### src/rtl/config_pkg.sv
// Shared accelerator configuration record; the energy monitor only reads DATA_WIDTH.
package config_pkg;

    typedef struct packed {
        int unsigned DATA_WIDTH;
    } config_t;

    localparam config_t DEFAULT_CFG = '{DATA_WIDTH: 16};

endpackage

### src/rtl/energy_pkg.sv
// Types and saturating arithmetic shared by the transfer-energy monitor.
package energy_pkg;

    typedef enum logic [1:0] {
        IDLE,
        COUNT,
        REPORT
    } state_e;

    // Accumulators up to 64 bits wide share these helpers; callers zero-extend.
    localparam int SAT_W = 64;

    function automatic logic [SAT_W:0] wide_sum(input logic [SAT_W-1:0] a,
                                                input logic [SAT_W-1:0] b);
        return {1'b0, a} + {1'b0, b};
    endfunction

    function automatic logic sat_overflow(input logic [SAT_W-1:0] acc,
                                          input logic [SAT_W-1:0] inc,
                                          input logic [SAT_W-1:0] max_val);
        return wide_sum(acc, inc) > {1'b0, max_val};
    endfunction

    function automatic logic [SAT_W-1:0] sat_add(input logic [SAT_W-1:0] acc,
                                                 input logic [SAT_W-1:0] inc,
                                                 input logic [SAT_W-1:0] max_val);
        return sat_overflow(acc, inc, max_val) ? max_val : SAT_W'(wide_sum(acc, inc));
    endfunction

endpackage

### src/rtl/sat_accum.sv
// Unsigned accumulator that clamps at all-ones and keeps a sticky overflow flag.
module sat_accum
    import energy_pkg::*;
#(
    parameter int WIDTH = 32
) (
    input  logic             clk,
    input  logic             arst_n,
    input  logic             clr,
    input  logic             en,
    input  logic [WIDTH-1:0] inc,
    output logic [WIDTH-1:0] value,
    output logic             sat
);

    localparam logic [SAT_W-1:0] MAX_VAL = SAT_W'({WIDTH{1'b1}});

    logic [WIDTH-1:0] value_q, value_d;
    logic             sat_q, sat_d;

    always_comb begin
        // NOTE: every signal gets its hold value first so no path can infer a latch.
        value_d = value_q;
        sat_d   = sat_q;
        if (clr) begin
            value_d = '0;
            sat_d   = 1'b0;
        end else if (en) begin
            value_d = WIDTH'(sat_add(SAT_W'(value_q), SAT_W'(inc), MAX_VAL));
            sat_d   = sat_q | sat_overflow(SAT_W'(value_q), SAT_W'(inc), MAX_VAL);
        end
    end

    always_ff @(posedge clk or negedge arst_n) begin
        if (!arst_n) begin
            value_q <= '0;
            sat_q   <= 1'b0;
        end else begin
            // NOTE: non-blocking so every flop samples the pre-edge value of its inputs.
            value_q <= value_d;
            sat_q   <= sat_d;
        end
    end

    assign value = value_q;
    assign sat   = sat_q;

endmodule

### src/rtl/xfer_energy_monitor.sv
// Counts charged transfers on NB_PORTS valid/ready streams over a start/stop window
// and offers energy, per-port counts and window length through a report handshake.
module xfer_energy_monitor
    import energy_pkg::*;
#(
    parameter config_pkg::config_t cfg                    = config_pkg::DEFAULT_CFG,
    parameter int                  NB_PORTS               = 3,
    parameter int                  PORT_WEIGHT [NB_PORTS] = '{default: 1},
    parameter int                  CNT_WIDTH              = 32,
    parameter int                  ENERGY_WIDTH           = 48
) (
    input  logic                          clk,
    input  logic                          arst_n,
    input  logic                          start,
    input  logic                          stop,
    input  logic                          clear,
    input  logic [NB_PORTS-1:0]           port_valid,
    input  logic [NB_PORTS-1:0]           port_ready,
    input  logic [NB_PORTS-1:0]           port_zero,
    output logic                          running,
    output logic                          report_valid,
    input  logic                          report_ready,
    output logic [ENERGY_WIDTH-1:0]       energy,
    output logic [NB_PORTS*CNT_WIDTH-1:0] xfer_count,
    output logic [CNT_WIDTH-1:0]          cycles,
    output logic                          saturated
);

    state_e                  state_q, state_d;
    logic                    acc_clr;
    logic                    acc_en;
    logic [NB_PORTS-1:0]     charged;
    logic [ENERGY_WIDTH-1:0] energy_inc;
    logic [NB_PORTS+1:0]     sat_flags;

    assign charged = port_valid & port_ready & ~port_zero;
    assign acc_en  = (state_q == COUNT);

    // Accumulators are zeroed on the edge that opens a window, so a back-to-back
    // start from REPORT behaves exactly like a start from IDLE.
    always_comb begin
        state_d = state_q;
        acc_clr = 1'b0;
        case (state_q)
            IDLE: begin
                if (start) begin
                    state_d = COUNT;
                    acc_clr = 1'b1;
                end
            end
            COUNT: begin
                if (stop) state_d = REPORT;
            end
            REPORT: begin
                if (report_ready) begin
                    state_d = start ? COUNT : IDLE;
                    acc_clr = start;
                end
            end
            default: state_d = IDLE;
        endcase
        if (clear) begin
            state_d = IDLE;
            acc_clr = 1'b1;
        end
    end

    always_ff @(posedge clk or negedge arst_n) begin
        if (!arst_n) state_q <= IDLE;
        else         state_q <= state_d;
    end

    always_comb begin
        energy_inc = '0;
        for (int p = 0; p < NB_PORTS; p++) begin
            if (charged[p]) begin
                energy_inc = energy_inc + ENERGY_WIDTH'(PORT_WEIGHT[p] * cfg.DATA_WIDTH);
            end
        end
    end

    for (genvar p = 0; p < NB_PORTS; p++) begin : g_port
        sat_accum #(.WIDTH(CNT_WIDTH)) u_xfer_cnt (
            .clk    (clk),
            .arst_n (arst_n),
            .clr    (acc_clr),
            .en     (acc_en & charged[p]),
            .inc    (CNT_WIDTH'(1)),
            .value  (xfer_count[p*CNT_WIDTH +: CNT_WIDTH]),
            .sat    (sat_flags[p])
        );
    end

    sat_accum #(.WIDTH(CNT_WIDTH)) u_cycle_cnt (
        .clk    (clk),
        .arst_n (arst_n),
        .clr    (acc_clr),
        .en     (acc_en),
        .inc    (CNT_WIDTH'(1)),
        .value  (cycles),
        .sat    (sat_flags[NB_PORTS])
    );

    sat_accum #(.WIDTH(ENERGY_WIDTH)) u_energy_acc (
        .clk    (clk),
        .arst_n (arst_n),
        .clr    (acc_clr),
        .en     (acc_en),
        .inc    (energy_inc),
        .value  (energy),
        .sat    (sat_flags[NB_PORTS+1])
    );

    assign running      = (state_q == COUNT);
    assign report_valid = (state_q == REPORT);
    assign saturated    = |sat_flags;

endmodule
### config.mk
export PLATFORM = sky130hd
export DESIGN_NAME = xfer_energy_monitor
export DESIGN_NICKNAME = d
export VERILOG_FILES = /design/src/rtl/config_pkg.sv /design/src/rtl/energy_pkg.sv /design/src/rtl/sat_accum.sv /design/src/rtl/xfer_energy_monitor.sv
export SDC_FILE = /design/constraint.sdc
export NUM_CORES = 1
export LEC_CHECK = 0
export BUFFER_PORTS_ARGS = -buffer_cell sky130_fd_sc_hd__buf_4
export CORE_ASPECT_RATIO = 2
export CORE_MARGIN = 3
export CORE_UTILIZATION = 40
export DETAILED_ROUTE_END_ITERATION = 12
export GPL_ROUTABILITY_DRIVEN = 0
export PLACE_DENSITY = 0.69
export SLEW_MARGIN = 20
export SYNTH_ARGS = -nofsm -noshare
export SYNTH_HDL_FRONTEND = slang
export SYNTH_HIERARCHICAL = 1
export SYNTH_SLANG_ARGS = --single-unit
### constraint.sdc
create_clock -name clk -period 3.2 [get_ports clk]
set_clock_uncertainty 0.2 [all_clocks]
set_input_delay 0.8 -clock clk [delete_from_list [all_inputs] [get_ports clk]]
set_output_delay 0.8 -clock clk [all_outputs]
set_load 0.03 [all_outputs]
==> metrics.yaml <==
status:
  status: "finished with violations"
  violations: "negative setup slack"
timing:
  rsz0062_at_grt: "yes"
  slew_violations: 0
  finalSetupViolCount: 45
  worst_pin_slew_ns: 0.8652
  fin_tns_setup_ns: -1.185
  timing.final.crit_share: 1.019
  fin_ws_ns: -0.06185
  slew_headroom: 0.4083
  clock.fmax_mhz: 306.6
  fin_crit_ns: 3.262
  timing_hold_violations_final: 0
global_routing:
  overflow: 0
  grt_pass1_wl_um: 88010
  grt_usage: 0.2283
  antenna_found_initial: 0
  grt_pass1_vias: 17560
  grt_max_degree: 88
layout:
  layout-drive-gt1-share: 0.1980
  fill_cells: 4130
  areaGrowthSynthToFinish_pct: 20.92
  num_antenna_cells: 0
  fin_area_mm2: 0.02143
  nNetsFinal: 2602
synth:
  synthAdderAreaFrac: 0.1306
  ys_ff_latch: 183
  synth_top_flop_cell: "dfrtp_1"
  synth_top_family_by_area: "compound AO/OA/AOI/OAI gates"
  async_flop_share: 1.000
  synth.avg_cell_area_um2: 8.614
  syn_inst: 2057
  ys_warn_count: 6
  yosys.cell_types.count: 92
  synth_compound_area_frac: 0.3137
  synth.cell_area_mm2: 0.01772
  synth-xor-area-share: 0.08007
  muxShareOfSynthArea: 0.0005649
  ys_seq_area_frac: 0.2584
  synth_edf_count: 0
  synth_simple_gate_area_frac: 0.1582
run:
  maxCapViolCount: 0
setup_path:
  setup.worst_path.start_class: "input port"
  cp_max_fo: 7
  critPathTopFamily: "compound AO/OA/AOI/OAI gates"
  crit_chain: "buf_6 -> nand3b_4 -> xor2_1 -> xnor2_1 -> ha_2 -> a21oi_4 -> nand2_2 -> nor2_2 -> o21ai_2 -> a31o_4 -> a21oi_4 -> o41ai_2 -> a311o_2 -> clkinv_4 -> clkbuf_16 -> a311oi_2"
  slowest_delay_ns: 0.32
  worst_ep_required_time_ns: 3.36
  path_buf_inv: 3
  crit_path_frequent_cell: "a21oi_4"
  crit_type: "in -> reg"
  cp.arrival_ns: 3.42
  cp_slowest_cell: "a311o_2"
  cp-end-kind: "flip-flop"
placement:
  place_hpwl_um: 42920
  dpl_cell_area_mm2: 0.02063
  port_buffers: 193
power_and_ir_drop:
  p_switching_mw: 2.427
  leakage_nw: 9.902
  vdd_drop_max_mv: 0.3468
  power_density_mw_per_mm2: 312.1
  p_comb_frac: 0.321
  internal-power_mw: 4.260
  seq_power_share: 0.369
  clockPowerShare: 0.311
  swShare: 0.3630
die:
  die_y_um: 303.7
  start_util: 0.4060
  fp.dieW_um: 154.8
  dieArea_mm2: 0.04701
  design.core.area_mm2: 0.04365
  io_pins: 194
  rows: 108
drt:
  wl_per_cell_um: 18.76
  vias: 17360
  via_per_inst: 5.846
  first_pass_iters: 5
  totalWireLength_um: 55690
  drtAntennaViolNets: 0
  drt_first_iter_violations: 1108
  drc: 0
cts:
  cts.sinks: 183
  htree_levels: 4
  root_buffer: "clkbuf_16"
  cts_buffers: 17
  hold_buffers: 0
  clockBufferDepth: 2
  clk_pin_slew_ns: 0.07
  clock_latency_ns: 0.46
  cts_tree: "yes"
min_path:
  hold_class: "in -> async"
==> metal layers <==
layer	GRT usage	share of wire
met1	0.2369	0.36
met2	0.4271	0.53
met3	0.02549	0.039
met4	0.1441	0.064
met5	0	0
==> flip-flops by register name (all words and copies together), names as in the netlist <==
register	flops
g_port.u_xfer_cnt/value	96
u_energy_acc/value	48
state_q	2
u_energy_acc/sat	1
u_cycle_cnt/sat	1
g_port.u_xfer_cnt/sat	3
u_cycle_cnt/value	32
==> synth_stat cells, types with 9 or more instances <==
cell,number,area (um^2)
buf_2,27,135.1
a21o_1,67,503.0
o21bai_1,18,135.1
a31oi_1,23,143.9
nand2b_1,26,162.7
nor3_1,16,80.08
nor2_1,268,1006
a211oi_1,67,503.0
clkbuf_8,9,123.9
a311oi_2,31,465.5
inv_1,52,195.2
dfrtp_1,183,4579
nand3_1,29,145.1
xnor2_1,93,814.5
ha_1,176,2202
xor2_1,69,604.3
a211oi_2,18,225.2
a21oi_1,179,895.9
clkbuf_1,57,214.0
o21ai_0,89,445.4
nand4_1,40,250.2
or3_1,12,75.07
nor2b_1,18,112.6
and3_1,17,106.4
o21ai_1,14,70.07
clkbuf_2,12,60.06
a311oi_1,83,727.0
o21a_1,23,172.7
o211ai_1,15,112.6
nand2_1,129,484.2
nor4_1,12,75.07
buf_6,10,112.6
==> worst reg2reg max path: stages, from the launching register on <==
cell and delay [ns]:
dfrtp_1 0.40, ha_1 0.38, nand4_1 0.16, nor3_1 0.07, a2111oi_1 0.39, buf_4 0.20, a211oi_2 0.05, a221oi_2 0.22
buf_4 0.17, o211ai_4 0.10, a21oi_4 0.17, buf_4 0.14, o41ai_2 0.06, a311oi_1 0.27
==> cell usage in the layout (no fill, tap or decap), types with 7 or more instances in the layout <==
| cell | synthesis | layout |
|---|---|---|
| buf_4 | 7 | 268 |
| nor2_1 | 268 | 264 |
| dfrtp_1 | 183 | 183 |
| conb_1 | 2 | 179 |
| ha_1 | 176 | 174 |
| a21oi_1 | 179 | 172 |
| nand2_1 | 129 | 128 |
| xnor2_1 | 93 | 92 |
| o21ai_0 | 89 | 87 |
| a311oi_1 | 83 | 82 |
| xor2_1 | 69 | 69 |
| a21o_1 | 67 | 67 |
| a211oi_1 | 67 | 60 |
| inv_1 | 52 | 50 |
| nand4_1 | 40 | 40 |
| a311oi_2 | 31 | 32 |
| nand3_1 | 29 | 29 |
| nand2b_1 | 26 | 25 |
| a211oi_2 | 18 | 24 |
| o21a_1 | 23 | 23 |
| a31oi_1 | 23 | 22 |
| clkbuf_16 | 0 | 18 |
| o21bai_1 | 18 | 18 |
| nor2b_1 | 18 | 17 |
| and3_1 | 17 | 17 |
| nor3_1 | 16 | 16 |
| buf_12 | 0 | 16 |
| o211ai_1 | 15 | 15 |
| o21ai_1 | 14 | 14 |
| a21oi_2 | 8 | 12 |
| or3_1 | 12 | 12 |
| nor4_1 | 12 | 12 |
| o211ai_2 | 8 | 7 |
| a41oi_1 | 8 | 7 |
==> power groups by stage <==
stage	logic, mW	clock network, mW	registers [mW]
5_1_grt	2.34	2.24	2.48
2_1_floorplan	1.35	0	2.63
3_3_place_gp	2.00	0	2.51
3_5_place_dp	2.03	0	2.51
6_report	2.14	2.08	2.47
4_1_cts	2.06	2.17	2.47
==> final cells by class <==
type	instances	area [um^2]	area share
Clock inverter	10	72.57	0.003387
Multi-Input combinational cell	1863	13000	0.6068
Inverter	53	206.4	0.009635
Sequential cell	183	4579	0.2137
Timing Repair Buffer	288	2394	0.1117
Tap cell	550	688.2	0.03212
Clock buffer	22	484.2	0.02260
==> per-stage QoR <==
step | setup WS, ns | instances | power [mW] | hold WS, ns | util
2_1_floorplan | -0.2995 | 2234 | 3.977 | 0.2635 | -
3_3_place_gp | -0.6246 | 2928 | 4.508 | 0.3035 | 0.4726
3_5_place_dp | -0.6986 | 2928 | 4.545 | 0.3143 | 0.4726
4_1_cts | -0.06909 | 2964 | 6.689 | 0.1007 | 0.4870
5_1_grt | -0.1935 | 2969 | 7.055 | 0.1168 | 0.4909
6_report | -0.06185 | 2969 | 6.687 | 0.1078 | 0.4909
==> cells by family (layout without fill, tap and decap cells) <==
| group | Yosys count | after routing |
|---|---|---|
| AOI/OAI and AO/OA | 738 | 738 |
| xor gates and xnor gates | 162 | 162 |
| adders and majority gates | 182 | 182 |
| buffers and inverters | 189 | 373 |
| DFF | 183 | 183 |
| muxes | 1 | 1 |
| other | 2 | 179 |
| and+or+nand+nor | 600 | 601 |
==> final timing paths <==
path                       cells past startpoint                startpoint  slack, ns                             end
max                                           16              port_zero[2]      -0.06           u_energy_acc/value[1]
min                                            1                    arst_n       0.11  g_port[0].u_xfer_cnt/value[18]
max reg2reg                                   13    u_energy_acc/value[14]       0.12          u_energy_acc/value[39]
min reg2reg                                    2  g_port[1].u_xfer_cnt/sat       0.32        g_port[1].u_xfer_cnt/sat
max in group asynchronous                      2                    arst_n       1.97           u_cycle_cnt/value[30]
min in group clk                               2                     clear       0.31                      state_q[0]
==> repair_timing <==
action                     CTS  global route
setup endpoints to repair   47           155
gates resized for setup      9            27
pin swaps                    9            10
buffers inserted             4             3
cloned                       0             2
No activity file was read; power rests on OpenSTA's default activity.
